File: src/rtl/serial_bus_master_p_if.sv
// Command, arbitration, serial-link and response signals of serial_bus_master_p.
// The master modport is the controller's view; the slave modport is the user/slave side.
interface serial_bus_master_p_if #(
  parameter int unsigned ADDR_W = 14,
  parameter int unsigned DATA_W = 8
);
  logic              cmd_valid;
  logic              cmd_ready;
  logic              cmd_read;
  logic [ADDR_W-1:0] cmd_addr;
  logic [DATA_W-1:0] cmd_wdata;
  logic              bus_ready;
  logic              bus_req;
  logic              addr_tx;
  logic              data_tx;
  logic              valid;
  logic              valid_s;
  logic              data_rx;
  logic              slave_valid;
  logic              rsp_valid;
  logic [DATA_W-1:0] rsp_rdata;
  logic              rsp_err;

  modport master (
    input  cmd_valid, cmd_read, cmd_addr, cmd_wdata, bus_ready, data_rx, slave_valid,
    output cmd_ready, bus_req, addr_tx, data_tx, valid, valid_s, rsp_valid, rsp_rdata, rsp_err
  );

  modport slave (
    output cmd_valid, cmd_read, cmd_addr, cmd_wdata, bus_ready, data_rx, slave_valid,
    input  cmd_ready, bus_req, addr_tx, data_tx, valid, valid_s, rsp_valid, rsp_rdata, rsp_err
  );
endinterface

File: src/rtl/serial_bus_master_p.sv
// Serial bus master: accepts one command, arbitrates for the bus, shifts the address (and
// write data) out MSB first, optionally collects serial read data, then reports a response.
module serial_bus_master_p #(
  parameter int unsigned ADDR_W  = 14,
  parameter int unsigned DATA_W  = 8,  // 1 <= DATA_W <= ADDR_W
  parameter int unsigned TIMEOUT = 255 // >= 1
) (
  input logic               clock,
  input logic               reset_n,
  serial_bus_master_p_if.master bus
);

  localparam int unsigned M1     = (ADDR_W > DATA_W) ? ADDR_W : DATA_W;
  localparam int unsigned CntMax = (M1 > TIMEOUT) ? M1 : TIMEOUT;
  localparam int unsigned CntW   = $clog2(CntMax + 1);

  typedef enum logic [2:0] {
    StIdle, StReq, StStart, StShift, StRwait, StRdata, StDone
  } state_e;

  state_e            state_q, state_d;
  logic [CntW-1:0]   cnt_q, cnt_d;
  logic              read_q, read_d;
  logic [ADDR_W-1:0] addr_q, addr_d;
  // Write data right-aligned in an address-wide register so the leading zeros fall out
  logic [ADDR_W-1:0] wd_q, wd_d;
  logic [DATA_W-1:0] shreg_q, shreg_d;

  logic              cmd_ready_q, cmd_ready_d;
  logic              bus_req_q, bus_req_d;
  logic              addr_tx_q, addr_tx_d;
  logic              data_tx_q, data_tx_d;
  logic              valid_q, valid_d;
  logic              valid_s_q, valid_s_d;
  logic              rsp_valid_q, rsp_valid_d;
  logic [DATA_W-1:0] rsp_rdata_q, rsp_rdata_d;
  logic              rsp_err_q, rsp_err_d;

  always_ff @(posedge clock or negedge reset_n) begin
    if (!reset_n) begin
      state_q     <= StIdle;
      cnt_q       <= '0;
      read_q      <= 1'b0;
      addr_q      <= '0;
      wd_q        <= '0;
      shreg_q     <= '0;
      cmd_ready_q <= 1'b0;
      bus_req_q   <= 1'b0;
      addr_tx_q   <= 1'b0;
      data_tx_q   <= 1'b0;
      valid_q     <= 1'b0;
      valid_s_q   <= 1'b0;
      rsp_valid_q <= 1'b0;
      rsp_rdata_q <= '0;
      rsp_err_q   <= 1'b0;
    end else begin
      state_q     <= state_d;
      cnt_q       <= cnt_d;
      read_q      <= read_d;
      addr_q      <= addr_d;
      wd_q        <= wd_d;
      shreg_q     <= shreg_d;
      cmd_ready_q <= cmd_ready_d;
      bus_req_q   <= bus_req_d;
      addr_tx_q   <= addr_tx_d;
      data_tx_q   <= data_tx_d;
      valid_q     <= valid_d;
      valid_s_q   <= valid_s_d;
      rsp_valid_q <= rsp_valid_d;
      rsp_rdata_q <= rsp_rdata_d;
      rsp_err_q   <= rsp_err_d;
    end
  end

  always_comb begin
    state_d     = state_q;
    cnt_d       = cnt_q;
    read_d      = read_q;
    addr_d      = addr_q;
    wd_d        = wd_q;
    shreg_d     = shreg_q;
    cmd_ready_d = 1'b0;
    bus_req_d   = bus_req_q;
    addr_tx_d   = 1'b0;
    data_tx_d   = 1'b0;
    valid_d     = 1'b0;
    valid_s_d   = valid_s_q;
    rsp_valid_d = 1'b0;
    rsp_rdata_d = rsp_rdata_q;
    rsp_err_d   = 1'b0;

    unique case (state_q)
      StIdle: begin
        if (bus.cmd_valid && cmd_ready_q) begin
          read_d    = bus.cmd_read;
          addr_d    = bus.cmd_addr;
          wd_d      = bus.cmd_read ? '0 : ADDR_W'(bus.cmd_wdata);
          bus_req_d = 1'b1;
          state_d   = StReq;
        end else begin
          cmd_ready_d = 1'b1;
        end
      end
      StReq: begin
        if (bus.bus_ready) begin
          valid_d   = 1'b1;
          valid_s_d = 1'b1;
          state_d   = StStart;
        end
      end
      StStart: begin
        addr_tx_d = addr_q[ADDR_W-1];
        data_tx_d = wd_q[ADDR_W-1];
        addr_d    = addr_q << 1;
        wd_d      = wd_q << 1;
        cnt_d     = '0;
        state_d   = StShift;
      end
      StShift: begin
        if (cnt_q == CntW'(ADDR_W - 1)) begin
          valid_s_d = 1'b0;
          cnt_d     = '0;
          if (read_q) begin
            state_d = StRwait;
          end else begin
            bus_req_d   = 1'b0;
            rsp_valid_d = 1'b1;
            rsp_rdata_d = '0;
            state_d     = StDone;
          end
        end else begin
          addr_tx_d = addr_q[ADDR_W-1];
          data_tx_d = wd_q[ADDR_W-1];
          addr_d    = addr_q << 1;
          wd_d      = wd_q << 1;
          cnt_d     = cnt_q + 1'b1;
        end
      end
      StRwait: begin
        // slave_valid takes priority over a timeout on the same edge
        if (bus.slave_valid) begin
          cnt_d   = '0;
          state_d = StRdata;
        end else if (cnt_q == CntW'(TIMEOUT - 1)) begin
          bus_req_d   = 1'b0;
          rsp_valid_d = 1'b1;
          rsp_err_d   = 1'b1;
          rsp_rdata_d = '0;
          state_d     = StDone;
        end else begin
          cnt_d = cnt_q + 1'b1;
        end
      end
      StRdata: begin
        if (cnt_q == CntW'(DATA_W)) begin
          bus_req_d   = 1'b0;
          rsp_valid_d = 1'b1;
          rsp_rdata_d = shreg_q;
          state_d     = StDone;
        end else begin
          shreg_d = DATA_W'({shreg_q, bus.data_rx});
          cnt_d   = cnt_q + 1'b1;
        end
      end
      StDone: begin
        cmd_ready_d = 1'b1;
        state_d     = StIdle;
      end
      default: state_d = StIdle;
    endcase
  end

  assign bus.cmd_ready = cmd_ready_q;
  assign bus.bus_req   = bus_req_q;
  assign bus.addr_tx   = addr_tx_q;
  assign bus.data_tx   = data_tx_q;
  assign bus.valid     = valid_q;
  assign bus.valid_s   = valid_s_q;
  assign bus.rsp_valid = rsp_valid_q;
  assign bus.rsp_rdata = rsp_rdata_q;
  assign bus.rsp_err   = rsp_err_q;

endmodule

File: src/flat_wrapper.sv
// flat-port wrapper written by rule: the top's interface ports become plain ports
module serial_bus_master_p_flat 
#(
  parameter int unsigned ADDR_W  = 14,
  parameter int unsigned DATA_W  = 8,                          
  parameter int unsigned TIMEOUT = 255        
)
  (clock, reset_n, bus_cmd_valid, bus_cmd_read, bus_cmd_addr, bus_cmd_wdata, bus_bus_ready, bus_data_rx, bus_slave_valid, bus_cmd_ready, bus_bus_req, bus_addr_tx, bus_data_tx, bus_valid, bus_valid_s, bus_rsp_valid, bus_rsp_rdata, bus_rsp_err);
  serial_bus_master_p_if #(.ADDR_W(ADDR_W), .DATA_W(DATA_W)) bus_i ();
  input logic clock;
  input logic reset_n;
  input wire logic [$bits(bus_i.cmd_valid)-1:0] bus_cmd_valid;
  input wire logic [$bits(bus_i.cmd_read)-1:0] bus_cmd_read;
  input wire logic [$bits(bus_i.cmd_addr)-1:0] bus_cmd_addr;
  input wire logic [$bits(bus_i.cmd_wdata)-1:0] bus_cmd_wdata;
  input wire logic [$bits(bus_i.bus_ready)-1:0] bus_bus_ready;
  input wire logic [$bits(bus_i.data_rx)-1:0] bus_data_rx;
  input wire logic [$bits(bus_i.slave_valid)-1:0] bus_slave_valid;
  output wire logic [$bits(bus_i.cmd_ready)-1:0] bus_cmd_ready;
  output wire logic [$bits(bus_i.bus_req)-1:0] bus_bus_req;
  output wire logic [$bits(bus_i.addr_tx)-1:0] bus_addr_tx;
  output wire logic [$bits(bus_i.data_tx)-1:0] bus_data_tx;
  output wire logic [$bits(bus_i.valid)-1:0] bus_valid;
  output wire logic [$bits(bus_i.valid_s)-1:0] bus_valid_s;
  output wire logic [$bits(bus_i.rsp_valid)-1:0] bus_rsp_valid;
  output wire logic [$bits(bus_i.rsp_rdata)-1:0] bus_rsp_rdata;
  output wire logic [$bits(bus_i.rsp_err)-1:0] bus_rsp_err;
  assign bus_i.cmd_valid = bus_cmd_valid;
  assign bus_i.cmd_read = bus_cmd_read;
  assign bus_i.cmd_addr = bus_cmd_addr;
  assign bus_i.cmd_wdata = bus_cmd_wdata;
  assign bus_i.bus_ready = bus_bus_ready;
  assign bus_i.data_rx = bus_data_rx;
  assign bus_i.slave_valid = bus_slave_valid;
  assign bus_cmd_ready = bus_i.cmd_ready;
  assign bus_bus_req = bus_i.bus_req;
  assign bus_addr_tx = bus_i.addr_tx;
  assign bus_data_tx = bus_i.data_tx;
  assign bus_valid = bus_i.valid;
  assign bus_valid_s = bus_i.valid_s;
  assign bus_rsp_valid = bus_i.rsp_valid;
  assign bus_rsp_rdata = bus_i.rsp_rdata;
  assign bus_rsp_err = bus_i.rsp_err;
  serial_bus_master_p #(.ADDR_W(ADDR_W), .DATA_W(DATA_W), .TIMEOUT(TIMEOUT)) u_core (.clock(clock), .reset_n(reset_n), .bus(bus_i));
endmodule
File: config.mk
export PLATFORM = sky130hd
export DESIGN_NAME = serial_bus_master_p_flat
export DESIGN_NICKNAME = d
export VERILOG_FILES = /design/src/rtl/serial_bus_master_p_if.sv /design/src/rtl/serial_bus_master_p.sv /design/src/flat_wrapper.sv
export SDC_FILE = /design/constraint.sdc
export NUM_CORES = 1
export LEC_CHECK = 0
export ABC_AREA = 1
export BUFFER_PORTS_ARGS = -buffer_cell sky130_fd_sc_hd__clkbuf_2
export CAP_MARGIN = 20
export CORE_ASPECT_RATIO = 1.4
export CORE_MARGIN = 2
export CORE_UTILIZATION = 49
export CTS_CLUSTER_SIZE = 28
export DETAILED_ROUTE_END_ITERATION = 12
export GPL_ROUTABILITY_DRIVEN = 0
export HOLD_SLACK_MARGIN = 0.05
export PLACE_DENSITY = 0.66
export SYNTH_ARGS = -nofsm -noshare
export SYNTH_HDL_FRONTEND = slang
export SYNTH_SLANG_ARGS = --single-unit
File: constraint.sdc
create_clock -name clock -period 2.1 [get_ports clock]
set_input_delay 0.315 -clock clock [delete_from_list [all_inputs] [get_ports clock]]
set_output_delay 0.315 -clock clock [all_outputs]
set_load 0.01 [all_outputs]
Word level (Yosys, flattened, before mapping):

Index checks and enable logic that the tools add are counted.

* flip-flop bits (word level): 64
* input bits: 29
* output and inout bits: 16
* logic and storage cells: 103

* add/sub/neg operators: 1
* eq/ne operators: 20
* muxes and demuxes: 51
* bitwise logic cells: 1
* reductions and logical operators: 15

Operator list (count)
* $pmux 14 s3: 2
* $mux 8: 10
* $mux 14: 4
* $pmux 8 s4: 1
* $pmux 8 s3: 1
* $mux 1: 19
* $mux 3: 6
* $pmux 3 s6: 1
* $eq 8x4->1 const B: 2
* $ne 2x2->1 const B: 5
* $eq 3x3->1 const B: 3
* $reduce_and 3->1: 3
* $add 8x1->8 const B: 1
* $eq 8x8->1 const B: 1
* $ne 2x1->1 const B: 4
* $pmux 1 s2: 4
* $reduce_bool 4->1: 2
* $reduce_and 7->1: 1
* $eq 3x2->1 const B: 2
* $reduce_and 6->1: 1
* $reduce_bool 3->1: 2
* $reduce_and 5->1: 1
* $pmux 1 s4: 1
* $reduce_and 2->1: 2
* 9 further kinds: 9

Depth between registers and ports, before layout:

Gate-level depths: netlist of run 1.

* word-level depth: 4
* mapped depth: 11
* gate-level depth less buffers: 10

Least setup slack after synthesis of run 1:

No wires, ideal clock.

* path type: register to register
* start point: register u_core.state_q[2]
* end point: register u_core.addr_q[6]
* library setup time: 0.127 ns
* data arrival time: 1.573 ns
* data required time: 1.973 ns
* path slack: 0.401 ns
* cell stages (with the launch flop): 8
* buffers on the path: 2
* clock period less this slack: 1.699 ns
* cells stage by stage: dfrtp_1 inv_2 ha_1 clkbuf_1 clkbuf_1 nand2_1 o211ai_1 o21ai_1

* word-level cells in the longest chain between the ends: 3
* elaborated cells on any way between the ends: 8
* those cells by class: 4 x eq/ne; 1 x mux; 3 x reduce/logical

RTL lines
* start, declared: RTL line serial_bus_master_p.sv:21 `state_e state_q, state_d;`
* start signal, assigned: RTL line serial_bus_master_p.sv:41 `state_q <= StIdle;`
* start signal, assigned: RTL line serial_bus_master_p.sv:57 `state_q <= state_d;`
* $eq 3x2->1 or $logic_not 3->1 (tied branches): RTL line serial_bus_master_p.sv:92 `unique case (state_q)`
* $ne 2x2->1 (no line) (tied with other cells)
* $reduce_and 3->1 (no line)
* end signal, assigned: RTL line serial_bus_master_p.sv:60 `addr_q <= addr_d;`
* end, declared: RTL line serial_bus_master_p.sv:24 `logic [ADDR_W-1:0] addr_q, addr_d;`

Several ways; a longest one is shown, not always the timed one.
A chain may end at the register's enable or synchronous reset.

Worst setup path in the final report of run 1:

* start point: register u_core.state_q[1]
* end point: register u_core.addr_q[8]

Same word-level chain as after synthesis.

==> results of run 1 <==
==> worst register-to-register path, delay by kind of cell (launching register included) <==
family          cells  cell delay, ps
compound gates      2             180
fa+ha+maj           1             250
buf+inv             2             510
flops               1             540
simple gates        1             300
==> routing by layer <==
layer / up-vias / wire length (µm)
met2: 44 / 3570
met5: - / 0
met3: 17 / 230
met4: 0 / 190
met1: 1277 / 3000
li1: 1405 / -
==> cells in the mapped netlist <==
| library cell | number |
|---|---|
| o21bai_1 | 2 |
| o21ai_4 | 1 |
| o211ai_1 | 13 |
| nor3_1 | 1 |
| a22oi_1 | 7 |
| a21oi_1 | 22 |
| nand3_1 | 32 |
| nor2_1 | 34 |
| o21ai_0 | 13 |
| xor2_1 | 1 |
| nand3_2 | 2 |
| nand2_2 | 3 |
| buf_2 | 2 |
| nor2_4 | 2 |
| o21ai_2 | 1 |
| inv_2 | 8 |
| nand2_1 | 96 |
| o2111ai_1 | 1 |
| o21a_1 | 1 |
| and2_1 | 1 |
| nand4_1 | 4 |
| dfrtp_1 | 64 |
| buf_6 | 2 |
| buf_4 | 5 |
| o21ai_1 | 19 |
| inv_1 | 41 |
| nor2_2 | 5 |
| ha_1 | 7 |
| clkbuf_1 | 4 |
| or2_2 | 1 |
==> final timing paths <==
| kind | from | endpoint | slack, ps |
|---|---|---|---|
| worst max-delay path | u_core.state_q[1] | u_core.addr_q[8] | 180 |
| worst min-delay path | bus_data_rx | u_core.shreg_q[0] | 180 |
| worst max register to register | u_core.state_q[1] | u_core.addr_q[8] | 180 |
| worst min register to register | u_core.bus.bus_req | u_core.bus.bus_req | 490 |
| max in group asynchronous | reset_n | u_core.addr_q[0] | 1310 |
| min in group asynchronous | reset_n | u_core.bus.cmd_ready | 520 |
==> cell families after synthesis <==
family	count (synthesis)	share of synthesized area [%]
simple gates	181	24.3
compound gates	80	14.8
fa+ha+maj	7	2.71
flops	64	49.6
buf+inv	62	8.34
xor+xnor	1	0.271
==> layout by cell type, fill, tap and decap left out, types with 2 or more instances in the layout <==
cell type,Yosys,routed
buf_4,5,14
clkbuf_8,0,10
o21ai_1,19,19
a22oi_1,7,7
nand2_2,3,3
dfrtp_1,64,64
nand4_1,4,4
o211ai_1,13,13
o21bai_1,2,2
nand3_1,32,32
a21oi_1,22,22
clkbuf_2,0,44
inv_1,41,41
o21ai_0,13,13
inv_2,8,8
nor2_2,5,5
nor2_4,2,3
nand2_1,96,96
nor2_1,34,34
clkinvlp_4,0,3
nand3_2,2,2
ha_1,7,7
==> area by class of cell <==
class                   count  share of cell area (%)
clock buffers              10                    3.62
clock inverters             6                    1.74
inverters                  49                    4.83
multi-input cells         270                    35.9
flip-flops and latches     64                    42.1
well taps                  74                    2.43
repair buffers             60                    9.34
==> repair_timing <==
| item | CTS | global route |
|---|---|---|
| gates cloned | 1 | 0 |
| setup endpoints to repair | 6 | 22 |
| resized for setup | 0 | 1 |
| hold buffers | 1 | 0 |
| endpoints found under the hold margin | 64 | 0 |
| pin swaps | 1 | 0 |
| setup buffers | 0 | 0 |
==> power breakdown <==
part           internal, mW  switching (mW)  total (mW)
clock                 0.582           0.506        1.09
sequential             1.60           0.179        1.78
combinational         0.689            1.32        2.01
==> stage by stage <==
stage / worst slack, ps / instances
after floorplan: 401 / 395
after global placement: 73.5 / 515
after detailed placement: 12.5 / 515
after CTS: 21.7 / 533
after global routing: 32.3 / 533
final: 181 / 533
==> state kept, by name, summed over array words and instances (netlist names), 3 cells and up <==
name                  count
u_core.state_q            3
u_core.bus.rsp_rdata      8
u_core.shreg_q            8
u_core.wd_q              14
u_core.addr_q            14
u_core.cnt_q              8
==> results_dict.tcl, run 1 <==
set metrics [dict create \
    yosys-top-cells-area "dfrtp_1, nand2_1, nand3_1" \
    grt-ovfl-total 0 \
    syn_inst 395 \
    grt_use_met3_pct 3.31 \
    maxCapViolations 0 \
    top_usage_layer "met2" \
    hold_viol_final 0 \
    rows 35 \
    clock_path_buffers 2 \
    worst_path_largest_cell_delay_ps 540 \
    area_delta_synth_final_pct 17.9 \
    vias 2743 \
    path_delay_family "flip-flops" \
    utilization_pct 58.7 \
    antenna_cells 0 \
    wl_per_cell_um 13.1 \
    worstPathRequired_ps 2310 \
    design_area_um2 3800 \
    clk_latency_ps 350 \
    drive_above_1_share_pct 21.6 \
    grt_max_degree 65 \
    post-route-period-util_pct 91.4 \
    synth_top_area_cell "dfrtp_1" \
    worst_pin_slew_ps 581 \
    ys_types 30 \
    end_kind "flop" \
    skew_ps 10.2 \
    path_class "flop to flop" \
    cts_buffers 9 \
    die_w_um 72.6 \
    grt_usage_pct 21.1 \
    avgSynthCellArea_um2 8.17 \
    post_drt_via_cell_ratio 5.15 \
    setup_violations 0 \
    root_buffer "clkbuf_8" \
    seq_area_um2 1600 \
    cp_slowest_cell "dfrtp_1" \
    crit_path_max_fanout 39 \
    drc 0 \
    drv_slew 0 \
    die_h_um 100 \
    status "completed" \
    vdd_drop_max_v 0.000539 \
    cp_num_buf_inv 2 \
    grt_pass1_vias 2588 \
    met1_usage_pct 26.5 \
    p_leak_nw 1.99 \
    path_cells "ha_1 > buf_4 > inv_1 > or2_2 > o211ai_1 > o21ai_1" \
    syn_area_um2 3230 \
    drt-total-wl_um 6980 \
    dieArea_um2 7260 \
    cts_sinks 64 \
    hpwl_um 4800 \
    post-route-min-period_ps 1920 \
    start_kind "flop" \
    n_fill_cell 634 \
    placed_cell_area_um2 3580 \
    ys_seq_elements 64 \
    ios 45 \
    path_depth 6 \
    hold_ws_ps 182 \
    tns_ps 0 \
    portBuffers 44 \
    drtPass1Iterations 4 \
    ant_nets 0 \
    yosys_warnings 0 \
    holdPathStages 3 \
    hold_class "primary input to flop" \
    arrival_ps 2130 \
    clkTransAtPathRegs_ps 70 \
    core-area_um2 6480 \
    grt_pass1_wl_um 11900 \
    relSlewSlack_pct 61.1 \
    syn_nets 431 \
    p_per_area_nw_per_um2 1280 \
    max_clock_freq_mhz 521 \
    start_util_pct 49.8 \
    antenna_found_initial 0 \
    drtIter0Drc 220 \
    rsz0062_at_grt "false" \
    reg2reg_depth 6 \
    yosysTopAreaCellShare_pct 49.6 \
    yosysSeqAreaShare_pct 49.6 \
    cts.htree.levels 3 \
    multiInputGateArea_um2 1370 \
    power_mw 4.87 \
    final_nets 490 \
    cts_tree "done" \
    met2_usage_pct 34.7 \
]
No activity file was read; power rests on OpenSTA's default activity.
==> run 2: changes to the inputs <==
--- a/config.mk
+++ b/config.mk
@@ -8,14 +8,16 @@
 export ABC_AREA = 1
 export BUFFER_PORTS_ARGS = -buffer_cell sky130_fd_sc_hd__clkbuf_2
 export CAP_MARGIN = 20
+export CELL_PAD_IN_SITES_DETAIL_PLACEMENT = 1
+export CELL_PAD_IN_SITES_GLOBAL_PLACEMENT = 1
 export CORE_ASPECT_RATIO = 1.4
 export CORE_MARGIN = 2
-export CORE_UTILIZATION = 49
+export CORE_UTILIZATION = 42
 export CTS_CLUSTER_SIZE = 28
 export DETAILED_ROUTE_END_ITERATION = 12
 export GPL_ROUTABILITY_DRIVEN = 0
 export HOLD_SLACK_MARGIN = 0.05
-export PLACE_DENSITY = 0.66
+export PLACE_DENSITY = 0.74
 export SYNTH_ARGS = -nofsm -noshare
 export SYNTH_HDL_FRONTEND = slang
 export SYNTH_SLANG_ARGS = --single-unit
==> results_dict.tcl, run 2 (synthesized netlist as in run 1, its figures left out) <==
set metrics [dict create \
    end_kind "flop" \
    internal_power_mw 2.78 \
    grt_usage_pct 21.6 \
    cts_tree "done" \
    vias 2891 \
    hold_viol_final 0 \
    tns_ps 0 \
    rsz0062_at_grt "false" \
    hold_class "primary input to flop" \
    drv_slew 0 \
    grt_pass1_wl_um 14200 \
    power.share.sequential_pct 36.3 \
    max_clock_freq_mhz 521 \
    cts_buffers 9 \
    p_leak_nw 2.01 \
    area_delta_synth_final_pct 19.5 \
    hpwl_um 5960 \
    dieArea_um2 8410 \
    status "completed" \
    ios 45 \
    worst_pin_slew_ps 597 \
    arrival_ps 2200 \
    antenna_found_initial 0 \
    core-area_um2 7410 \
    path_class "flop to flop" \
    die_h_um 108 \
    rows 37 \
    drtPass1Iterations 4 \
    grt_max_degree 44 \
    grt-ovfl-total 0 \
    start_util_pct 43.6 \
    final_nets 495 \
    drc 0 \
    grt_pass1_vias 3002 \
    fin_cells 561 \
    wl_per_cell_um 14.9 \
    root_buffer "clkbuf_8" \
    die_w_um 78.1 \
    p_per_area_nw_per_um2 1270 \
    pwr-share-comb_pct 43.5 \
    start_kind "flop" \
    drt-total-wl_um 8330 \
    sw_frac_of_total_pct 43.3 \
    setup_violations 0 \
    cts_sinks 64 \
    post-route-min-period_ps 1920 \
    drtIter0Drc 88 \
    final_common_cell "nand2_1" \
    biggestRegsByFlops "u_core.addr_q: 14 flops, u_core.wd_q: 14 flops" \
    antenna_cells 0 \
    crit_path_max_fanout 39 \
    relSlewSlack_pct 60.1 \
    post_drt_via_cell_ratio 5.15 \
    ant_nets 0 \
    portBuffers 44 \
    worstPathRequired_ps 2380 \
    skew_ps 11.5 \
    hold_ws_ps 175 \
    dp.cells 543 \
    final_cell_mix "nand2_1, dfrtp_1, clkbuf_2" \
    maxCapViolations 0 \
    post-route-period-util_pct 91.4 \
    clock_path_buffers 2 \
    p_clk_share_pct 20.1 \
    drive_above_1_share_pct 22.8 \
    vdd_drop_max_v 0.000445 \
    cts.htree.levels 3 \
    clkTransAtPathRegs_ps 70 \
    post-cts-setup-buffer-count 0 \
    clk_latency_ps 350 \
    p_sw_mw 2.13 \
]
## run 2: final cells by class
cell class                 count  area, µm²
tap                           97        121
inverter                      49        184
fill                         962       3550
sequential                    64       1600
clock buffer                  10        138
clock inverter                 6       43.8
timing repair buffer          65        393
multi-input combinational    270       1380
## run 2: final timing paths
path                                         start            endpoint  slack [ps]  cells past startpoint
worst max-delay path             u_core.state_q[1]      u_core.wd_q[7]         180                      5
worst min-delay path                   bus_data_rx   u_core.shreg_q[0]         180                      3
worst max register to register   u_core.state_q[1]      u_core.wd_q[7]         180                      5
worst min register to register  u_core.bus.bus_req  u_core.bus.bus_req         480                      2
max in group asynchronous                  reset_n    u_core.addr_q[8]         970                      3
min in group asynchronous                  reset_n      u_core.wd_q[3]         500                      2
## run 2: per-layer routing
layer	global-route usage (%)	wire length [µm]	part of all wire, %
met3	4.11	271	3.3
met5	0	0	0
met2	39.2	4430	53
met4	9.90	271	3.3
met1	24.1	3360	40
## run 2: worst max-delay path: stages, from the launching register on
cell     delay (ps)
dfrtp_1         480
ha_1            280
buf_4           270
nor2_1          480
a22oi_1         150
a21oi_1         190
## run 2: timing repair
action                                  in CTS  in global routing
gates resized for setup                      0                  3
hold buffers                                 1                  0
hold endpoints to repair                    21                  0
pin swaps                                    1                  0
endpoints found under the setup margin       2                 23
gates cloned                                 1                  0
## run 2: per-stage QoR
stage	setup slack (ps)	instance area [µm²]	util (%)	total power, mW
3_3_place_gp	112	3650	49.2	3.80
5_1_grt	10.4	3860	52.1	5.35
3_5_place_dp	20.0	3650	49.2	3.92
6_report	180	3860	52.1	4.90
4_1_cts	64.6	3840	51.9	4.97
2_1_floorplan	401	3230	-	3.34
## run 2: power groups by stage
stage                     sequential, mW  combinational [mW]  clock (mW)
after floorplan                     1.79                1.55           0
after global placement              1.79                2.01           0
after detailed placement            1.81                2.11           0
after CTS                           1.79                2.16        1.02
after global routing                1.83                2.46        1.06
final                               1.78                2.13       0.987
==> run 3: changes to the inputs <==
--- a/config.mk
+++ b/config.mk
@@ -16,6 +16,7 @@
 export CTS_CLUSTER_SIZE = 28
 export DETAILED_ROUTE_END_ITERATION = 12
 export GPL_ROUTABILITY_DRIVEN = 0
+export GPL_TIMING_DRIVEN = 0
 export HOLD_SLACK_MARGIN = 0.05
 export PLACE_DENSITY = 0.74
 export SYNTH_ARGS = -nofsm -noshare
==> constraint.sdc (replaced) <==
create_clock -name clock -period 2.1 [get_ports clock]
set_input_delay 0.315 -clock clock [delete_from_list [all_inputs] [get_ports clock]]
set_output_delay 0.315 -clock clock [all_outputs]
set_load 0.005 [all_outputs]
==> results_dict.tcl, run 3 (synthesized netlist as in run 1, its figures left out) <==
set metrics [dict create \
    p_per_area_nw_per_um2 1350 \
    pwr-share-comb_pct 40.2 \
    drc 0 \
    worst_pin_slew_ps 546 \
    die_w_um 78.1 \
    maxCapViolations 0 \
    dp.cells 537 \
    drive_above_1_share_pct 22.3 \
    reg2reg_depth 10 \
    antenna_cells 0 \
    cp_slowest_cell "dfrtp_1" \
    start_kind "flop" \
    arrival_ps 2120 \
    final_cell_mix "nand2_1, dfrtp_1, clkbuf_2" \
    status "completed" \
    final_nets 493 \
    crit_end "u_core.addr_q[3]" \
    grt_usage_pct 22.0 \
    hold_class "primary input to flop" \
    post_drt_via_cell_ratio 5.11 \
    antenna_found_initial 0 \
    cts.htree.levels 3 \
    clkTransAtPathRegs_ps 80 \
    vdd_drop_max_v 0.000576 \
    power_mw 5.28 \
    drt-total-wl_um 8380 \
    start_util_pct 43.6 \
    p_sw_mw 2.11 \
    design_area_um2 3900 \
    cts_sinks 64 \
    worstPathRequired_ps 2330 \
    rsz0062_at_grt "false" \
    drtIter0Drc 113 \
    ios 45 \
    final_common_cell "nand2_1" \
    utilization_pct 52.7 \
    path_cells "inv_1 > ha_1 > nand3_1 > nor2_1 > inv_2 > nor2_4 > nor2_4 > buf_4 > o211ai_1 > o21ai_1" \
    p_leak_nw 2.03 \
    tns_ps 0 \
    grt_pass1_vias 3119 \
    hpwl_um 6050 \
    clock_path_buffers 2 \
    post-route-min-period_ps 1890 \
    wl_per_cell_um 15.0 \
    crit_path_max_fanout 10 \
    fin_cells 559 \
    r2r_end "u_core.addr_q[3]" \
    end_kind "flop" \
    hold_ws_ps 195 \
    hold_viol_final 0 \
    vias 2856 \
    post-route-period-util_pct 90.2 \
    crit_top_cell "nor2_4" \
    setup_violations 0 \
    grt-ovfl-total 0 \
    cts_tree "done" \
    r2r_start "u_core.cnt_q[1]" \
    grt_max_degree 48 \
    skew_ps 10.2 \
    dieArea_um2 8410 \
    biggestRegsByFlops "u_core.addr_q: 14 flops, u_core.wd_q: 14 flops" \
    core-area_um2 7410 \
    die_h_um 108 \
    drv_slew 0 \
    rows 37 \
    path_class "flop to flop" \
    clk_latency_ps 350 \
    relSlewSlack_pct 63.4 \
    max_clock_freq_mhz 528 \
    root_buffer "clkbuf_8" \
    crit_start "u_core.cnt_q[1]" \
    area_delta_synth_final_pct 20.9 \
    dp_slack_ps -94.7 \
    internal_power_mw 3.17 \
    sw_frac_of_total_pct 39.9 \
    placed_cell_area_um2 3600 \
    drtPass1Iterations 4 \
    cts_buffers 9 \
    p_clk_share_pct 25.3 \
    reg2reg_slack_ps 210 \
    power.share.sequential_pct 34.5 \
    portBuffers 44 \
    ant_nets 0 \
    worst_path_largest_cell_delay_ps 430 \
    grt_pass1_wl_um 14400 \
    setup_slack_ps 205 \
]
run 3: cell count changes in the layout (fill, tap and decap cells not counted), moves of 2 or more:
cell	before	now
buf_4	19	10
bufinv_16	0	3
clkbuf_2	44	47
buf_2	0	2
buf_6	0	2
clkinv_2	2	0
clkinv_4	2	0
run 3: worst min-delay path by stage:
stage	endpoint	slack, ps	startpoint	cells after the start
2_1_floorplan	u_core.addr_q[0]	20	reset_n	0
3_3_place_gp	u_core.shreg_q[7]	470	u_core.shreg_q[7]	2
3_5_place_dp	u_core.wd_q[3]	250	reset_n	1
4_1_cts	u_core.bus.valid	180	bus_bus_ready	3
5_1_grt	u_core.wd_q[0]	200	bus_cmd_wdata[0]	3
6_report	u_core.wd_q[0]	200	bus_cmd_wdata[0]	3
run 3: per-layer routing:
layer | wire (µm) | GRT usage (%) | vias to the layer above | part of all wire, %
li1 | - | - | 1407 | -
met1 | 3450 | 24.7 | 1384 | 41
met2 | 4480 | 39.5 | 48 | 53
met3 | 262 | 5.20 | 17 | 3.1
met4 | 191 | 9.15 | 0 | 2.3
met5 | 0 | 0 | - | 0
run 3: power groups by stage:
stage,registers [mW],clock network (mW),logic [mW]
CTS,1.82,1.38,2.15
finish,1.82,1.34,2.12
global route,1.86,1.43,2.44
floorplan,1.78,0,1.55
global placement,1.83,0,2.03
detailed placement,1.84,0,2.12
run 3: what timing repair did:
item,CTS,global route
resized for setup,3,3
hold buffers,1,0
gates cloned,0,0
setup buffers,0,5
pin swaps,0,2
setup endpoints to repair,13,18
endpoints found under the hold margin,17,0
run 3: final cells by class:
| cell class | count | area [µm²] |
|---|---|---|
| clock inverters | 6 | 114 |
| fillers | 942 | 3500 |
| clock buffers | 10 | 138 |
| multi-input cells | 269 | 1360 |
| repair buffers | 51 | 298 |
| well taps | 97 | 121 |
| flip-flops and latches | 64 | 1600 |
| plain buffers | 13 | 90.1 |
| inverters | 49 | 184 |
run 3: worst max-delay path: cells and delay by family, from the launching register on:
| family | cells | cell delay (ps) |
|---|---|---|
| DFF | 1 | 430 |
| adders and majority gates | 1 | 160 |
| and+or+nand+nor | 4 | 560 |
| AOI/OAI and AO/OA | 2 | 190 |
| buffers and inverters | 3 | 430 |
